## src/rtl/uart_tx_fifo.sv

```systemverilog
// uart_tx_fifo
//    Byte queue in front of uart_master. The bus side pushes words at clock rate.
//    A small FSM pops them one at a time and presents each on data/en_tx.
//    The FSM paces itself on u_tx_done, so the host can queue a burst without
//    polling the serial link. Use one instance per master.
//
// Ports
//    clk        system clock, rising edge
//    rst        asynchronous reset, active-low
//    wr_en      push request, one word per cycle
//    wr_data    word pushed when the push is accepted
//    ovf_clr    clears the sticky overflow flag
//    full       count == DEPTH
//    empty      count == 0
//    count      words queued; the word held in data is not included
//    overflow   sticky flag, set when a push was dropped
//    data       word presented to uart_master; stable while en_tx is high
//    en_tx      transmit request to uart_master
//    u_tx_done  completion level from uart_master
//    busy       FSM is not in IDLE
//
// Configuration
//    UART_TX_FIFO_SYNC_EN  when defined, u_tx_done goes through a 2-flop
//                          synchronizer before the FSM sees it. Use this when
//                          the completion level comes from the clk_tx domain.
//                          When undefined, u_tx_done must be synchronous to clk.
//
// FSM states
//    state     | meaning
//    S_IDLE    | nothing in flight; leave when the queue is non-empty
//    S_LOAD    | pop one word into data
//    S_SEND    | en_tx high, data held; wait for done
//    S_RELEASE | en_tx low; wait for done to drop before the next word

module uart_tx_fifo #(
   parameter int DATA_W = 8,
   parameter int DEPTH  = 16,
   localparam int AW    = $clog2(DEPTH)
) (
   input  logic              clk,
   input  logic              rst,
   input  logic              wr_en,
   input  logic [DATA_W-1:0] wr_data,
   input  logic              ovf_clr,
   output logic              full,
   output logic              empty,
   output logic [AW:0]       count,
   output logic              overflow,
   output logic [DATA_W-1:0] data,
   output logic              en_tx,
   input  logic              u_tx_done,
   output logic              busy
);

   typedef enum logic [1:0] {
      S_IDLE    = 2'd0,
      S_LOAD    = 2'd1,
      S_SEND    = 2'd2,
      S_RELEASE = 2'd3
   } state_t;

   state_t state, state_nxt;

   logic [DATA_W-1:0] mem [DEPTH];
   logic [AW-1:0]     wr_ptr;
   logic [AW-1:0]     rd_ptr;
   logic              pop;
   logic              push;
   logic              ovf_set;
   logic              done_s;
   logic              en_tx_nxt;
   logic              busy_nxt;

`ifdef UART_TX_FIFO_SYNC_EN
   logic done_meta;
   logic done_sync;

   always_ff @(posedge clk or negedge rst) begin
      if (!rst) begin
         done_meta <= 1'b0;
         done_sync <= 1'b0;
      end else begin
         done_meta <= u_tx_done;
         done_sync <= done_meta;
      end
   end

   assign done_s = done_sync;
`else
   assign done_s = u_tx_done;
`endif

   assign full  = (count == (AW+1)'(DEPTH));
   assign empty = (count == '0);

   // A full FIFO can still accept a push in the same cycle that LOAD pops.
   assign pop     = (state == S_LOAD);
   assign push    = wr_en && (!full || pop);
   assign ovf_set = wr_en && full && !pop;

   always_ff @(posedge clk) begin
      if (push) begin
         mem[wr_ptr] <= wr_data;
      end
   end

   always_ff @(posedge clk or negedge rst) begin
      if (!rst) begin
         wr_ptr   <= '0;
         rd_ptr   <= '0;
         count    <= '0;
         overflow <= 1'b0;
         data     <= '0;
      end else begin
         if (push) begin
            wr_ptr <= wr_ptr + AW'(1);
         end
         if (pop) begin
            rd_ptr <= rd_ptr + AW'(1);
            data   <= mem[rd_ptr];
         end
         if (push && !pop) begin
            count <= count + (AW+1)'(1);
         end else if (pop && !push) begin
            count <= count - (AW+1)'(1);
         end
         // When a drop and a clear land in the same cycle, the drop wins.
         if (ovf_set) begin
            overflow <= 1'b1;
         end else if (ovf_clr) begin
            overflow <= 1'b0;
         end
      end
   end

   always_ff @(posedge clk or negedge rst) begin
      if (!rst) begin
         state <= S_IDLE;
         en_tx <= 1'b0;
         busy  <= 1'b0;
      end else begin
         state <= state_nxt;
         en_tx <= en_tx_nxt;
         busy  <= busy_nxt;
      end
   end

   always_comb begin
      state_nxt = state;
      case (state)
         S_IDLE: begin
            if (!empty) begin
               state_nxt = S_LOAD;
            end
         end
         S_LOAD: begin
            state_nxt = S_SEND;
         end
         S_SEND: begin
            if (done_s) begin
               state_nxt = S_RELEASE;
            end
         end
         S_RELEASE: begin
            // Holding here until done drops keeps a held done level from
            // triggering a second send.
            if (!done_s) begin
               state_nxt = empty ? S_IDLE : S_LOAD;
            end
         end
         default: begin
            state_nxt = S_IDLE;
         end
      endcase
   end

   // The outputs are registered from the next state, so en_tx and busy change
   // on the same edge as the state.
   always_comb begin
      en_tx_nxt = (state_nxt == S_SEND);
      busy_nxt  = (state_nxt != S_IDLE);
   end

endmodule

```

## config.mk

```make
export PLATFORM = sky130hd
export DESIGN_NAME = uart_tx_fifo
export DESIGN_NICKNAME = d
export VERILOG_FILES = /design/src/rtl/uart_tx_fifo.sv
export SDC_FILE = /design/constraint.sdc
export NUM_CORES = 1
export LEC_CHECK = 0
export ABC_AREA = 1
export CAP_MARGIN = 20
export CORE_MARGIN = 2
export CORE_UTILIZATION = 40
export DETAILED_ROUTE_END_ITERATION = 6
export SYNTH_ARGS = -nofsm -noshare
export SYNTH_HDL_FRONTEND = slang
export SYNTH_SLANG_ARGS = --single-unit
```

## constraint.sdc

```tcl
create_clock -name clk -period 2.47 [get_ports clk]
set_input_delay 0.741 -clock clk [delete_from_list [all_inputs] [get_ports clk]]
set_output_delay 0.741 -clock clk [all_outputs]
set_load 0.03 [all_outputs]
```

# After elaboration in Yosys (flattened, before gate mapping)
# Memories as Yosys holds them, arrays and structs flattened. A register that Yosys moved wholly into a read port is not among the register bits.
# Index checks and enable logic that the tools add are counted.
# word_totals
ff_bits	18
mem_bits_rw	128
inputBits	13
out_inout_bits	18
mem_count	1
# classes
addsub	4
eq_ne	5
mux	11
n_reduce_logical	15
# memory_table
memory	words	width	read_ports	rd_ports_with_merged_regs	wr	line_no	text
mem	16	8	1	1	1	64	logic [DATA_W-1:0] mem [DEPTH];
# op_table
operator	count
5-bit 2-to-1 mux	2
4-bit by 1-bit adder with 4-bit output (second input constant)	2
2-bit case mux with 4 select lines	1
2-bit == test (second input constant)	3
2-bit 2-to-1 mux	3
2-bit nonzero test	3
5-bit by 1-bit adder with 5-bit output (second input constant)	1
5-bit == test (second input constant)	1
1-bit logical AND	5
5-bit zero test	1
1-bit 2-to-1 mux	5
5-bit by 1-bit subtractor with 5-bit output (second input constant)	1
1-bit zero test	4
2-bit by 1-bit == test with 1-bit output (second input constant)	1
2-bit zero test	1
1-bit logical OR	1

# Longest topological paths before layout
# Gate-level depths: netlist of the first run.
# logic_depth
depth_word	8
mapped_depth	13
ltp_nobuf	13

# Least setup slack after synthesis of the first run
# OpenSTA, ideal clock, no wires.
# synth_timing
path_kind	reg-to-reg
start	reg count[1]
end	reg count[4]
t_arrival_ps	2177
setup_slack_ps	210
path_stages_with_launch	14
path_buffers	0
synth_period_minus_slack_ps	2260
path_cell_list	dfrtp_1 -> nor2_1 -> nand2_1 -> nor3_2 -> nor2_4 -> ha_1 -> inv_1 -> fa_1 -> nand2_1 -> nand2_1 -> a21oi_1 -> xor2_1 -> nand2_1 -> o21ai_0
# synth_via
elab_chain_len	7
word_cells_on_any_way	12
classes_between	add/sub (2); eq/ne (1); mux (2); reduce/logical (7)
# synth_rtl
element	line_no	text
start, declared	47	output logic [AW:0] count,
start signal, assigned	123	count <= count + (AW+1)'(1);
start signal, assigned	125	count <= count - (AW+1)'(1);
5-bit == test *	93	assign full = (count == (AW+1)'(DEPTH));
1-bit zero test *	98	assign push = wr_en && (!full || pop);
1-bit logical OR *	98	
1-bit logical AND *	98	
via push	68	logic push;
1-bit zero test	124	end else if (pop && !push) begin
1-bit logical AND	124	
2-bit nonzero test (no source line)	-	
# Mark *: on every way through the listed nets, which the timed path passes. The rest lies on a longest branch. The select of a mux whose other input is x is not followed.
# A chain may end at the register's enable or synchronous reset.

# Worst setup path after layout of the first run
# layout_timing
start	reg count[3]
end	out full
# layout_via
elab_chain_len	1
# layout_rtl
element	line_no	text
5-bit == test	93	
end, declared	45	output logic full,
# Every way passes these cells.

==> flow_metrics.tcl, run 1 <==
set metrics [dict create \
    status "finished, final reports clean" \
    synth_cells 575 \
    syn-num-nets 598 \
    r2r_start "count[3]$_DFFE_PN0P_" \
    startpoint_type "flip-flop" \
    reg2reg_depth 13 \
    dr.max_layer_used "met4" \
    root_buffer "clkbuf_16" \
    drt_iter0_drc 472 \
    finalHoldViolCount 0 \
    setup_viol 0 \
    syn_area_um2 6432 \
    postCtsSetupBuffers 0 \
    synthDistinctLibCells 26 \
    synth_seq_cells 154 \
    gp_congestion 0.8043 \
    worstReg2RegEnd "count[4]$_DFFE_PN0P_" \
    cts.sinks 154 \
    synth-seq-area-share 0.6987 \
    grt_pass1_vias 4064 \
    cts_buffer_depth 2 \
    power_density_nw_per_um2 1239 \
    finalCritPeriodShare 0.9529 \
    grt_max_degree 68 \
    hpwl_mm 8.648 \
    ant_nets 0 \
    overflow 0 \
    clk_pin_slew_ns 0.06 \
    die_area_um2 17110 \
    ios 31 \
    fillers 1387 \
    area_growth_pct 19.74 \
    slew_violations 0 \
    drc 0 \
    antenna_found_initial 0 \
    crit_arrival_ns 1.61 \
    holdWs_ns 0.4784 \
    p_seq_frac 0.359 \
    r2r_setup_slack_ns 0.29 \
    hold_path_class "flip-flop to flip-flop" \
    met1Wirelength_mm 6.391 \
    startpoint "count[3]$_DFFE_PN0P_" \
    numCtsBuffers 17 \
    max_slew_margin 0.4897 \
    rows 46 \
    worst-slew-pin-transition_ns 0.7630 \
    placed_area_um2 7091 \
    num_antenna_cells 0 \
    syn-mean-instance-area_um2 11.19 \
    critPathMaxFanout 4 \
    avgRoutedWirePerCell_um 16.58 \
    design_area_um2 7702 \
    cp-end-kind "output pin" \
    grt_pass1_wl_mm 22.29 \
    fin_nets 651 \
    grt_usage 0.1792 \
    initial_utilization 0.4064 \
    crit_type "flip-flop to output pin" \
    skew_ns 0.008451 \
    clockPowerShare 0.274 \
    vias_per_cell 4.947 \
    sw_frac_of_total 0.3737 \
    met2_length_mm 6.779 \
    dr_wl_met3_um 767 \
    clk_latency_ns 0.43 \
    crit_required_ns 1.73 \
    p_leak_uw 0.003024 \
    ir_drop_v 0.0006803 \
    p_switching_uw 3565 \
    period_needed_ns 2.354 \
    die_width_um 130.8 \
    core-area_um2 15830 \
    rsz0062_at_grt "no" \
    p_comb_frac 0.367 \
    layout-drive-gt1-share 0.1092 \
    drt_wl_total_mm 14.21 \
    max_cap_violations 0 \
    portBuffers 30 \
    ys_warn_count 0 \
    final_core_util 0.4866 \
    cts_tree "yes" \
    firstDrtPassIters 5 \
    die_y_um 130.8 \
    routed-via-count 4240 \
    fmax_mhz 424.9 \
    htreeDepth 4 \
    internal_power_uw 5975 \
    cp-endpoint "full" \
]
## cells by family after synthesis
kind of cell             synth area share
AND/OR/NAND/NOR                    0.2235
flip-flops                         0.6987
buffers and inverters             0.03462
AO/OA/AOI/OAI                     0.01031
adder cells (fa/ha/maj)           0.02062
XOR/XNOR                          0.01226
## per-layer routing
metal	global-route usage	up-vias
met1	0.2466	2028
li1	-	2057
met4	0.07071	0
met2	0.2757	136
met5	0	-
met3	0.04438	19
## per-stage QoR
| step | setup TNS, ns | setup slack [ns] | instances | power, µW |
|---|---|---|---|---|
| 6_report | 0 | 0.1163 | 857 | 9540 |
| 5_1_grt | 0 | 0.02073 | 857 | 10180 |
| 4_1_cts | 0 | 0.02588 | 857 | 9612 |
| 3_5_place_dp | -0.5082 | -0.2552 | 825 | 6977 |
| 3_3_place_gp | -0.3216 | -0.2103 | 825 | 6894 |
| 2_1_floorplan | 0 | 0.2099 | 575 | 5855 |
## sequential cells by signal, summed over array words and instances, names as in the netlist
| register | count |
|---|---|
| mem | 128 |
| rd_ptr | 4 |
| busy | 1 |
| state | 2 |
| wr_ptr | 4 |
| data | 8 |
| count | 5 |
| en_tx | 1 |
| overflow | 1 |
## power by group through the flow
| stage | logic (µW) | clock network, µW | registers [µW] |
|---|---|---|---|
| 5_1_grt | 3940 | 2780 | 3460 |
| 6_report | 3500 | 2620 | 3420 |
| 3_3_place_gp | 3430 | 0 | 3460 |
| 4_1_cts | 3520 | 2670 | 3420 |
| 3_5_place_dp | 3500 | 0 | 3480 |
| 2_1_floorplan | 2190 | 0 | 3670 |
## Yosys cell counts (all sizes together)
library cell	n	area, µm²
a21oi	2	10.01
o21bai	1	7.510
nor3	1	10.01
fa	1	20.02
o21ai	7	35.03
clkinv	2	7.510
ha	9	112.6
nor2	26	107.6
nand4	1	6.260
nand2	220	828.3
xor2	8	70.07
a31oi	1	6.260
clkbuf	7	26.28
buf	19	125.1
dfrtp	26	650.6
inv	17	63.81
edfxtp	128	3844
a21boi	1	7.510
xnor2	1	8.760
nand3	97	485.5
## worst min-delay path by stage
| stage | start | endpoint | slack (ns) | cells past startpoint |
|---|---|---|---|---|
| after CTS | data[7]$_DFFE_PN0N_ | data[7]$_DFFE_PN0N_ | 0.48 | 2 |
| final | data[7]$_DFFE_PN0N_ | data[7]$_DFFE_PN0N_ | 0.48 | 2 |
| after detailed placement | data[7]$_DFFE_PN0N_ | data[7]$_DFFE_PN0N_ | 0.46 | 2 |
| after floorplan | rst | busy$_DFF_PN0_ | 0.45 | 0 |
| after global routing | data[6]$_DFFE_PN0N_ | data[6]$_DFFE_PN0N_ | 0.51 | 2 |
| after global placement | data[4]$_DFFE_PN0N_ | data[4]$_DFFE_PN0N_ | 0.47 | 2 |
## repair_timing
action                                  in CTS  in global routing
resized for setup                            2                  4
endpoints found under the setup margin       2                  2
hold buffers                                 0                  0
## layout by cell type (no fill, tap or decap), drive strengths merged
master,instances
clkdlybuf4s50,28
o21bai,1
ha,9
nor2,26
o21ai,7
edfxtp,128
dfrtp,26
a21boi,1
buf,30
inv,18
nor3,1
nand3,97
a31oi,1
xnor2,1
clkbuf,21
nand4,1
xor2,8
clkinvlp,4
fa,1
bufinv,2
dlygate4sd2,1
clkinv,7
a21oi,2
nand2,220
## worst max-delay path, cell delays in order, from the launching register on
cell and delay (ns):
dfrtp_1 0.41, nor2_1 0.12, nand2_1 0.14, nor2_1 0.11, dlygate4sd2_1 0.40
## final cells by class
cell class / count / area, µm² / area share
Sequential cell: 154 / 4496 / 0.5837
Tap cell: 216 / 270.3 / 0.03509
Clock buffer: 20 / 466.7 / 0.06059
Clock inverter: 12 / 141.4 / 0.01836
Inverter: 19 / 71.32 / 0.009259
Multi-Input combinational cell: 376 / 1725 / 0.2240
Timing Repair Buffer: 60 / 531.8 / 0.06904
No activity file was read; power rests on OpenSTA's default activity.
==> inputs of run 2 (changes only) <==
PLACE_DENSITY = 0.54   (was default)
REMOVE_ABC_BUFFERS = 1   (was default)
==> run 2 against run 1 <==
Flip-flop and latch count did not move. Clock-buffer cell count fell by 1. Sequential share of layout area fell by 0.10 points. Largest cell class unchanged. Register-to-register slack got worse by 0.09 ns. Worst setup slack got worse by 0.0016 ns.
==> flow_metrics.tcl, run 2 (synthesis results as in run 1) <==
set metrics [dict create \
    status "finished, final reports clean" \
    critPathMaxFanout 4 \
    initial_utilization 0.4064 \
    slew_violations 0 \
    cp_slowest_cell "clkdlybuf4s50_1" \
    crit_buf_inv 3 \
    ir_drop_v 0.0005890 \
    hpwl_mm 9.481 \
    die_area_um2 17110 \
    cp.depth 12 \
    rsz0062_at_grt "no" \
    antenna_found_initial 0 \
    cpLargestDelayFamily "buffers and inverters" \
    cp-end-kind "flip-flop" \
    drt_iter0_drc 351 \
    postCtsSetupBuffers 0 \
    firstDrtPassIters 5 \
    cts_tree "yes" \
    p_leak_uw 0.003062 \
    vias_per_cell 4.949 \
    dp_slack_ns -0.3176 \
    setup_viol 0 \
    area_growth_pct 19.96 \
    overflow 0 \
    drc 0 \
    avgRoutedWirePerCell_um 16.98 \
    num_antenna_cells 0 \
    r2r_setup_slack_ns 0.20 \
    cts.sinks 154 \
    htreeDepth 4 \
    fin_ws_ns 0.1147 \
    period_needed_ns 2.355 \
    design_area_um2 7716 \
    slowest_delay_ns 0.49 \
    r2r_start "count[1]$_DFFE_PN0P_" \
    cp-endpoint "count[4]$_DFFE_PN0P_" \
    cts_hold_buf 0 \
    path_cells "clkdlybuf4s50_1, inv_1, nor2_4, ha_1, inv_1, fa_1, nand2_1, nand2_1, a21oi_2, xor2_1, nand2_1, o21ai_0" \
    fin_cells 867 \
    clk_latency_ns 0.42 \
    ios 31 \
    fin_nets 661 \
    finalCritPeriodShare 0.9536 \
    fmax_mhz 424.6 \
    max_slew_margin 0.5009 \
    grt_usage 0.1852 \
    core-area_um2 15830 \
    drt_wl_total_mm 14.72 \
    final_common_cell "nand2_1" \
    gp_congestion 0.7740 \
    final_cell_mix "nand2_1 (219), edfxtp_1 (128), nand3_1 (97), buf_4 (40), clkdlybuf4s50_1 (28)" \
    grt_max_degree 38 \
    layout-drive-gt1-share 0.1106 \
    power_density_nw_per_um2 1236 \
    startpoint "wr_en" \
    crit_required_ns 2.81 \
    placed_area_um2 7153 \
    crit_type "input pin to flip-flop" \
    worstReg2RegEnd "count[4]$_DFFE_PN0P_" \
    skew_ns 0.007704 \
    hold_path_class "flip-flop to flip-flop" \
    crit_top_cell "nand2_1" \
    grt_pass1_vias 4125 \
    finalHoldViolCount 0 \
    rows 46 \
    ant_nets 0 \
    die_width_um 130.8 \
    largest_register_ffs 128 \
    regMostFlops "mem" \
    crit_arrival_ns 2.69 \
    max_cap_violations 0 \
    die_y_um 130.8 \
    reg2reg_depth 13 \
    finalPower_uw 9536 \
    root_buffer "clkbuf_16" \
    portBuffers 30 \
    cts_buffer_depth 2 \
    startpoint_type "input pin" \
    grt_pass1_wl_mm 22.96 \
    final_core_util 0.4875 \
    clk_pin_slew_ns 0.06 \
    worst-slew-pin-transition_ns 0.7463 \
    numCtsBuffers 17 \
    dp.cells 835 \
    reg.largest.list "mem: 128 flops, data: 8 flops, count: 5 flops" \
    routed-via-count 4291 \
]
[run 2: changes by cell type in the layout (fill, tap and decap cells not counted), sizes merged]
cell | previous run | this run
inv | 18 | 17
bufinv | 2 | 3
clkbuf | 21 | 20
clkinv | 7 | 12
buf | 30 | 40
clkinvlp | 4 | 0
[run 2: worst min path at each step]
| stage | endpoint | cells past startpoint | from |
|---|---|---|---|
| 6_report | data[2]$_DFFE_PN0N_ | 2 | data[2]$_DFFE_PN0N_ |
| 2_1_floorplan | busy$_DFF_PN0_ | 0 | rst |
| 4_1_cts | data[2]$_DFFE_PN0N_ | 2 | data[2]$_DFFE_PN0N_ |
| 3_5_place_dp | data[2]$_DFFE_PN0N_ | 2 | data[2]$_DFFE_PN0N_ |
| 5_1_grt | data[4]$_DFFE_PN0N_ | 2 | data[4]$_DFFE_PN0N_ |
| 3_3_place_gp | data[2]$_DFFE_PN0N_ | 2 | data[2]$_DFFE_PN0N_ |
[run 2: worst min-delay path, cell delays in order (launching register included)]
cell	delay [ns]
dfrtp_1	0.34
nand2_1	0.05
nand2_1	0.05
[run 2: routing by layer]
metal  global-route usage  wire length, µm  up-vias
met2               0.2868             7099      100
met1               0.2630             6765     2098
met4              0.05632              145        0
li1                     -                -     2081
met5                    0                0        -
met3              0.04194              708       12
[run 2: area by class of cell]
class | count | area (µm²)
fillers | 1418 | 8112
flip-flops and latches | 154 | 4496
multi-input cells | 376 | 1719
repair buffers | 70 | 594.3
clock buffers | 19 | 432.9
well taps | 216 | 270.3
clock inverters | 13 | 132.6
inverters | 19 | 71.32
[run 2: through the flow]
step	TNS (ns)	hold WS (ns)
floorplan	-1.506	0.4454
CTS	0	0.4848
global route	0	0.5099
detailed placement	-0.5412	0.4687
finish	0	0.4809
global placement	-0.3815	0.4708
[run 2: report_power, final]
part / leakage [µW] / internal [µW] / switching [µW] / total (µW)
Sequential: 0.00147 / 3230 / 276 / 3510
Combinational: 0.00131 / 1200 / 2330 / 3530
Clock: 0.000279 / 1560 / 938 / 2500
[run 2: timing repair]
item | CTS | global route
setup endpoints to repair | 2 | 2
gates resized for setup | 2 | 3
endpoints found under the hold margin | 0 | 0
